--- config.mk ---
export PLATFORM = sky130hd
export DESIGN_NAME = capture_seq_ctrl
export DESIGN_NICKNAME = d
export VERILOG_FILES = /design/src/rtl/capture_pkg.sv /design/src/rtl/edge_rise_n.sv /design/src/rtl/capture_seq_ctrl.sv
export SDC_FILE = /design/constraint.sdc
export NUM_CORES = 1
export LEC_CHECK = 0
export ABC_CLOCK_PERIOD_IN_PS = 3900
export BUFFER_PORTS_ARGS = -buffer_cell sky130_fd_sc_hd__buf_2
export CAP_MARGIN = 20
export CORE_ASPECT_RATIO = 0.8
export CORE_UTILIZATION = 30
export DETAILED_ROUTE_END_ITERATION = 10
export MAX_ROUTING_LAYER = met4
export PLACE_DENSITY = 0.52
export REMOVE_ABC_BUFFERS = 1
export SYNTH_ARGS = -nofsm -noshare
export SYNTH_HDL_FRONTEND = slang
export SYNTH_HIERARCHICAL = 1
export SYNTH_SLANG_ARGS = --single-unit
--- constraint.sdc ---
create_clock -name clk -period 3.9 [get_ports clk]
set_clock_uncertainty 0.1 [all_clocks]
set_input_delay 0.39 -clock clk [delete_from_list [all_inputs] [get_ports clk]]
set_output_delay 0.39 -clock clk [all_outputs]
set_load 0.01 [all_outputs]
--- src/rtl/capture_pkg.sv ---
// Shared definitions for the lidar capture sequencer: FSM state encoding
// and bit positions inside the host command word.
package capture_pkg;

    typedef enum logic [1:0] {
        ST_IDLE    = 2'd0,
        ST_CAPTURE = 2'd1,
        ST_UPLOAD  = 2'd2
    } state_e;

    localparam int CMD_START = 0;
    localparam int CMD_ABORT = 1;
    localparam int CMD_CONT  = 2;

    // A further group follows unless this was the last one of a finite sequence.
    function automatic logic seq_continues(input logic cont, input logic unlimited,
                                           input logic below_total);
        return cont | unlimited | below_total;
    endfunction

endpackage

--- src/rtl/edge_rise_n.sv ---
// Registered rising-edge detector. The history register resets to RST_VAL so a
// level already high when reset releases is not reported as an edge.
module edge_rise_n #(
    parameter logic RST_VAL = 1'b1
) (
    input  logic clk,
    input  logic rst_n,
    input  logic d_i,
    output logic rise_o
);

    logic prev_q;
    logic rise_q;

    // Track the previous sample and emit a one-cycle registered pulse on 0->1.
    always_ff @(posedge clk or negedge rst_n) begin
        if (!rst_n) begin
            prev_q <= RST_VAL;
            rise_q <= 1'b0;
        end else begin
            prev_q <= d_i;
            rise_q <= d_i & ~prev_q;
        end
    end

    assign rise_o = rise_q;

endmodule

--- src/rtl/capture_seq_ctrl.sv ---
// Acquisition sequencer: gates capture_en, counts laser triggers per group and
// hands each finished group to the uploader before starting the next one.
module capture_seq_ctrl
    import capture_pkg::*;
#(
    parameter int unsigned CNT_W = 16,
    parameter int unsigned GRP_W = 16,
    parameter int unsigned CMD_W = 16
) (
    input  logic             clk,
    input  logic             rst_n,
    input  logic [CMD_W-1:0] ur_cmd,
    input  logic [CNT_W-1:0] total_pulse,
    input  logic [GRP_W-1:0] total_groups,
    input  logic             pulse_in,
    input  logic             upload_done,
    output logic             capture_en,
    output logic [CNT_W-1:0] pulse_count,
    output logic [GRP_W-1:0] group_count,
    output logic             upload_req,
    output logic             busy,
    output logic             seq_done,
    output logic             aborted,
    output logic             overrun
);

    logic             start_p;
    logic             abort_p;
    logic             unused_cmd_s;

    state_e           state_q;
    logic [CNT_W-1:0] total_pulse_q;
    logic [GRP_W-1:0] total_groups_q;
    logic             cont_q;
    logic [CNT_W-1:0] pulse_count_q;
    logic [GRP_W-1:0] group_count_q;
    logic             capture_en_q;
    logic             upload_req_q;
    logic             busy_q;
    logic             seq_done_q;
    logic             aborted_q;
    logic             overrun_q;

    logic             start_ok_d;
    logic             last_pulse_d;
    logic [GRP_W-1:0] group_inc_d;
    logic             more_groups_d;

    edge_rise_n #(.RST_VAL(1'b1)) u_start_edge (
        .clk    (clk),
        .rst_n  (rst_n),
        .d_i    (ur_cmd[CMD_START]),
        .rise_o (start_p)
    );

    edge_rise_n #(.RST_VAL(1'b1)) u_abort_edge (
        .clk    (clk),
        .rst_n  (rst_n),
        .d_i    (ur_cmd[CMD_ABORT]),
        .rise_o (abort_p)
    );

    assign unused_cmd_s = ^ur_cmd[CMD_W-1:CMD_CONT+1];

    // Decision terms; last_pulse_d is only consumed in CAPTURE where total_pulse_q != 0.
    always_comb begin
        start_ok_d    = start_p & ~abort_p & (total_pulse != {CNT_W{1'b0}});
        last_pulse_d  = (pulse_count_q == (total_pulse_q - CNT_W'(1'b1)));
        group_inc_d   = group_count_q + GRP_W'(1'b1);
        more_groups_d = seq_continues(cont_q,
                                      (total_groups_q == {GRP_W{1'b0}}),
                                      (group_inc_d < total_groups_q));
    end

    // Sequencer FSM with all outputs registered alongside the state.
    always_ff @(posedge clk or negedge rst_n) begin
        if (!rst_n) begin
            state_q        <= ST_IDLE;
            total_pulse_q  <= {CNT_W{1'b0}};
            total_groups_q <= {GRP_W{1'b0}};
            cont_q         <= 1'b0;
            pulse_count_q  <= {CNT_W{1'b0}};
            group_count_q  <= {GRP_W{1'b0}};
            capture_en_q   <= 1'b0;
            upload_req_q   <= 1'b0;
            busy_q         <= 1'b0;
            seq_done_q     <= 1'b0;
            aborted_q      <= 1'b0;
            overrun_q      <= 1'b0;
        end else begin
            seq_done_q <= 1'b0;
            aborted_q  <= 1'b0;
            case (state_q)
                ST_IDLE: begin
                    if (start_ok_d) begin
                        total_pulse_q  <= total_pulse;
                        total_groups_q <= total_groups;
                        cont_q         <= ur_cmd[CMD_CONT];
                        pulse_count_q  <= {CNT_W{1'b0}};
                        group_count_q  <= {GRP_W{1'b0}};
                        overrun_q      <= 1'b0;
                        capture_en_q   <= 1'b1;
                        busy_q         <= 1'b1;
                        state_q        <= ST_CAPTURE;
                    end
                end
                ST_CAPTURE: begin
                    if (abort_p) begin
                        capture_en_q <= 1'b0;
                        upload_req_q <= 1'b0;
                        busy_q       <= 1'b0;
                        aborted_q    <= 1'b1;
                        state_q      <= ST_IDLE;
                    end else if (pulse_in) begin
                        pulse_count_q <= pulse_count_q + CNT_W'(1'b1);
                        if (last_pulse_d) begin
                            capture_en_q <= 1'b0;
                            upload_req_q <= 1'b1;
                            state_q      <= ST_UPLOAD;
                        end
                    end
                end
                ST_UPLOAD: begin
                    if (abort_p) begin
                        capture_en_q <= 1'b0;
                        upload_req_q <= 1'b0;
                        busy_q       <= 1'b0;
                        aborted_q    <= 1'b1;
                        state_q      <= ST_IDLE;
                    end else begin
                        // Triggers arriving while the uploader drains are flagged, not counted.
                        if (pulse_in) begin
                            overrun_q <= 1'b1;
                        end
                        if (upload_done) begin
                            upload_req_q  <= 1'b0;
                            group_count_q <= group_inc_d;
                            if (more_groups_d) begin
                                pulse_count_q <= {CNT_W{1'b0}};
                                capture_en_q  <= 1'b1;
                                state_q       <= ST_CAPTURE;
                            end else begin
                                seq_done_q <= 1'b1;
                                busy_q     <= 1'b0;
                                state_q    <= ST_IDLE;
                            end
                        end
                    end
                end
                default: begin
                    capture_en_q <= 1'b0;
                    upload_req_q <= 1'b0;
                    busy_q       <= 1'b0;
                    state_q      <= ST_IDLE;
                end
            endcase
        end
    end

    assign capture_en  = capture_en_q;
    assign pulse_count = pulse_count_q;
    assign group_count = group_count_q;
    assign upload_req  = upload_req_q;
    assign busy        = busy_q;
    assign seq_done    = seq_done_q;
    assign aborted     = aborted_q;
    assign overrun     = overrun_q;

endmodule

# After elaboration in Yosys (flattened, before gate mapping)
# Index checks and enable logic that the tools add are counted.
[op_classes]
addsub = 3
multipliers = 0
div = 0
order_cmp = 1
n_eq_ne = 16
shifts = 0
muxes = 47
bitwise_logic = 10
n_reduce_logical = 14
[ops]
columns = ["operator", "count"]
rows = [
  ["$mux W16", 8],
  ["$pmux W16 S3", 1],
  ["$add A16 B1 Y16 const B", 2],
  ["$pmux W16 S2", 1],
  ["$mux W1", 26],
  ["$reduce_and A4 Y1", 5],
  ["$eq A16 B16 Y1", 1],
  ["$logic_not A16 Y1", 1],
  ["$lt A16 B16 Y1", 1],
  ["$reduce_bool A16 Y1", 1],
  ["$sub A16 B1 Y16 const B", 1],
  ["$ne A3 B2 Y1 const B", 5],
  ["$ne A2 B2 Y1 const B", 7],
  ["$mux W2", 6],
  ["$pmux W1 S3", 3],
  ["$reduce_and A7 Y1", 1],
  ["$pmux W2 S3", 1],
  ["$reduce_and A5 Y1", 1],
  ["$and A1 B1 Y1", 4],
  ["$not A1 Y1", 4],
  ["$reduce_bool A3 Y1", 1],
  ["$eq A2 B1 Y1 const B", 1],
  ["$eq A2 B2 Y1 const B", 1],
  ["$logic_not A2 Y1", 1],
  ["other kinds (6)", 7],
]
[totals]
ff_bits = 77
latchBits = 0
ramBits = 0
rom_bits = 0
inputBits = 52
wordCells = 107
mem_count = 0

# Logic depth before layout (Yosys ltp)
[logic_depth]
depth_word = 7
depth_mapped = 18
ltp_nobuf = 15

# By module
# Netlist, hierarchy kept.
[modules_own_cells]
columns = ["mod", "n_inst", "cells_per_inst", "area_each_um2", "seq_area_each_um2"]
rows = [
  ["capture_seq_ctrl", 1, 473, 4510.6, 1826.8],
  ["edge_rise_n", 2, 3, 65.1, 51.3],
]

# Least setup slack after synthesis
# No wires, ideal clock.
[synth_path]
path_kind = "reg-to-reg"
startpoint = "reg group_count_q[0] (netlist: group_count[0])"
endpoint = "reg pulse_count_q[10] (netlist: pulse_count[10])"
setup_ps = 96
arrival_ps = 3756
t_required_ps = 3704
path_slack_ps = -52
path_stages_with_launch = 19
path_buffers = 3
synth_period_minus_slack_ps = 3952
path_cell_list = "dfrtp_1 > and3_1 > nand3_1 > nor2_1 > and3_1 > clkbuf_1 > and3_1 > xor2_1 > ha_1 > a21oi_1 > o21ai_1 > a2111oi_0 > o21ai_0 > a21oi_1 > o21ai_1 > or2_0 > clkbuf_1 > clkbuf_1 > o31ai_1"
[synth_between]
elab_chain_len = 5
[synth_lines]
columns = ["element", "line_no", "rtl"]
rows = [
  ["start, declared", "capture_seq_ctrl.sv:36", "logic [GRP_W-1:0] group_count_q;"],
  ["start signal, assigned", "capture_seq_ctrl.sv:83", "group_count_q <= {GRP_W{1'b0}};"],
  ["start signal, assigned", "capture_seq_ctrl.sv:100", "group_count_q <= {GRP_W{1'b0}};"],
  ["start signal, assigned", "capture_seq_ctrl.sv:137", "group_count_q <= group_inc_d;"],
  ["$add A16 B1 Y16", "capture_seq_ctrl.sv:69", "group_inc_d = group_count_q + GRP_W'(1'b1);"],
  ["$lt A16 B16 Y1", "capture_seq_ctrl.sv:72", "(group_inc_d < total_groups_q));"],
  ["$or A1 B1 Y1", "capture_pkg.sv:18", "return cont | unlimited | below_total;"],
  ["$ne A2 B2 Y1 (no source line)", "n/a", ""],
  ["$reduce_and A7 Y1 (no source line)", "n/a", ""],
  ["end signal, assigned", "capture_seq_ctrl.sv:82", "pulse_count_q <= {CNT_W{1'b0}};"],
  ["end signal, assigned", "capture_seq_ctrl.sv:99", "pulse_count_q <= {CNT_W{1'b0}};"],
  ["end signal, assigned", "capture_seq_ctrl.sv:115", "pulse_count_q <= pulse_count_q + CNT_W'(1'b1);"],
  ["end, declared", "capture_seq_ctrl.sv:35", "logic [CNT_W-1:0] pulse_count_q;"],
]
# No other way between the ends.
# A chain may end at the register's enable or synchronous reset.

# Worst setup path in the final report
[layout_path]
startpoint = "reg group_count_q[1] (netlist: group_count[1])"
endpoint = "reg pulse_count_q[7] (netlist: pulse_count[7])"
# The elaborated chain is that of the path after synthesis.

==> flow_metrics.py <==
metrics = {
    "run_status": {
        "status": "finished, final reports clean",
    },
    "cells_and_area": {
        "syn_to_final_growth_pct": 23.8,
        "final_cell_mix": "75 x dfrtp_1, 75 x buf_2, 33 x mux2_2, 32 x nor2_1, 31 x nand2_1",
        "nFillCells": 1510,
        "finalNetCount": 637,
        "fin_cells": 778,
        "layout-drive-gt1-share_pct": 28.3,
        "num_antenna_cells": 0,
    },
    "clock_network": {
        "clock_path_buffers": 2,
        "htreeDepth": 3,
        "worst_setup_hold_path_clk_slew_ns": 0.06,
        "cts-buffers-inserted": 9,
        "clock-sinks": 77,
        "cts_tree": "done",
        "root_buffer": "clkbuf_16",
        "worst_skew_pair.late_latency_ns": 0.34,
        "post_cts_buffers": 0,
    },
    "global_route": {
        "grt-ovfl-total": 0,
        "grt_pass1_vias": 3733,
        "grt_max_degree": 78,
        "track_usage_pct": 16.5,
        "antenna_found_initial": 0,
        "grt_pass1_wl_mm": 19.6,
    },
    "setup_path": {
        "crit_type": "flip-flop to flip-flop",
        "arrival_ns": 3.76,
        "end_kind": "flip-flop",
        "critPathLaunchType": "flip-flop",
        "crit_required_ns": 4.04,
        "worstPathMaxFanout": 6,
        "critical-path-slowest-cell": "dfrtp_1",
        "critical_path.max_stage_delay_ns": 0.40,
        "cp_cell_sequence": "and3_1 > nand3_1 > nor2_2 > and3_1 > and3_4 > xor2_1 > ha_1 > a21oi_1 > o21ai_1 > a2111oi_2 > o21ai_1 > a21oi_1 > o21ai_1 > or2_0 > buf_4 > o31ai_1",
        "timing.critical_path.mode_cell": "o21ai_1",
    },
    "min_path": {
        "hp-class": "input pin to flip-flop",
    },
    "power": {
        "power_density_nw_per_um2": 606,
        "power_mw": 3.48,
        "ir_worst_vdd_uv": 305,
        "cellLeakagePower_nw": 2.68,
    },
    "synth": {
        "syn_avg_cell_area_um2": 9.69,
        "yosysUniqueCellTypes": 61,
        "ys_seq_area_share_pct": 41.6,
        "ys_warn_count": 6,
        "yosysTopAreaCell": "dfrtp_1",
        "synth_top_cell_area_share_pct": 40.4,
        "yosys_register_bits": 77,
        "yosys-top-cells-area": "dfrtp_1 40%, mux2_2 8.0%, ha_1 5.9%",
        "synth_edf_count": 0,
        "syn_area_um2": 4640,
        "synth_cells": 479,
        "synthArstFlopShare_pct": 100,
        "ys.flop_type": "dfrtp_1",
    },
    "timing": {
        "setup_violations": 0,
        "slew_viol_final": 0,
        "rsz0062_at_grt": "false",
        "max_freq_mhz": 276,
        "min_period_over_period_pct": 92.8,
        "period_needed_ns": 3.62,
        "max_slew_margin_pct": 52.5,
        "tightest_slew_ns": 0.703,
        "hold_viol_final": 0,
    },
    "flow_run": {
        "drv_cap": 0,
    },
    "place": {
        "portBuffers": 76,
        "place_hpwl_mm": 9.11,
        "place.gp.congestion": 0.852,
        "placed_cells": 759,
    },
    "detailed_routing": {
        "ant_nets": 0,
        "vias_per_cell": 4.98,
        "drc": 0,
        "first_pass_iters": 5,
        "drtIter0Drc": 249,
        "wl_mm": 12.2,
        "vias": 3872,
        "wl_per_cell_um": 15.7,
    },
    "floorplanning": {
        "core.rowCount": 40,
        "die_x_um": 141,
        "die_height_um": 113,
        "io_pins": 90,
        "coreArea_um2": 15100,
        "die-area_um2": 16000,
        "initial_utilization_pct": 30.8,
    },
}
-- logic make-up after synthesis --
kind of cell | Yosys count | share of synthesized area, %
AOI/OAI and AO/OA | 102 | 14.3
xor gates and xnor gates | 32 | 6.04
adders and majority gates | 22 | 5.93
buffers and inverters | 48 | 4.04
DFF | 77 | 41.6
muxes | 37 | 8.90
and+or+nand+nor | 161 | 19.2
-- final timing paths --
kind,start,to,slack [ns],depth (start not counted)
worst min-delay path,ur_cmd[1],u_abort_edge/prev_q,0.06,1
min in group asynchronous,rst_n,group_count[12],0.43,2
max in group asynchronous,rst_n,u_start_edge/prev_q,2.63,3
worst max register to register,group_count[1],pulse_count[7],0.28,16
worst max-delay path,group_count[1],pulse_count[7],0.28,16
worst min register to register,u_start_edge/prev_q,u_start_edge/rise_o,0.39,1
-- report_power, final --
group          leakage, nW  internal, mW  switching (mW)
combinational         1.52         0.551           0.632
sequential           0.988          1.02           0.287
clock                0.174         0.648           0.346
total                 2.68          2.22            1.27
-- flip-flops by register name, indices dropped and copies added, names as in the netlist, 2 cells and up --
signal	cells
total_pulse_q	16
pulse_count	16
total_groups_q	16
state_q	2
group_count	16
-- cell usage after synthesis, types with 2 or more instances --
cell and n:
a2111oi_0 2, a211oi_1 2, a21oi_1 14, a22o_1 10
a31oi_1 9, a41oi_1 2, and2_1 4, and3_1 10
clkbuf_1 19, dfrtp_1 75, dfstp_2 2, ha_1 22
inv_1 28, mux2_2 33, mux2i_1 3, nand2_1 31
nand2b_1 12, nand3_1 23, nand4_1 5, nor2_1 33
nor2b_4 2, nor3_1 7, nor4_1 12, nor4_2 2
nor4b_1 3, o21ai_0 31, o21ai_1 8, o31ai_1 9
o41ai_1 2, or2_2 2, or4_1 2, xnor2_1 19
xor2_1 13
-- layout make-up --
class / instances / area, µm² / area share (%)
sequential: 77 / 1930 / 33.6
tap: 210 / 263 / 4.57
clock inverter: 6 / 116 / 2.03
timing repair buffer: 93 / 533 / 9.28
multi-input combinational: 354 / 2560 / 44.6
inverter: 28 / 105 / 1.83
clock buffer: 10 / 239 / 4.16
-- worst max-delay path, delay by kind of cell, from the launching register on --
| kind | cells | cell delay, ns |
|---|---|---|
| simple gates | 6 | 1.21 |
| compound gates | 7 | 1.16 |
| flops | 1 | 0.40 |
| fa+ha+maj | 1 | 0.28 |
| buf+inv | 1 | 0.19 |
| xor+xnor | 1 | 0.17 |
-- per-stage QoR --
| stage | setup TNS (ns) | area (µm²) | util (%) | hold WS [ns] | worst slack (ns) |
|---|---|---|---|---|---|
| final | 0 | 5750 | 38.1 | 0.0615 | 0.282 |
| after global routing | 0 | 5750 | 38.1 | 0.0460 | 0.0149 |
| after CTS | 0 | 5660 | 37.6 | 0.0461 | 0.0225 |
| after detailed placement | 0 | 5310 | 35.2 | 0.380 | 0.0535 |
| after global placement | 0 | 5310 | 35.2 | 0.377 | 0.161 |
| after floorplan | -0.218 | 4560 | - | -0.00559 | -0.0965 |
-- timing repair --
action / CTS / global route
endpoints found under the setup margin: 0 / 16
hold buffers: 0 / 1
hold endpoints to repair: 0 / 28
resized for setup: 0 / 8
-- per-layer routing --
metal	GRT usage [%]	share of wire, %	vias to the layer above
li1	-	-	1903
met1	22.8	51	1888
met2	23.3	43	74
met3	3.94	4.2	7
met4	5.58	1.1	0
met5	-	0	-
Power figures use the tool's default switching activity.
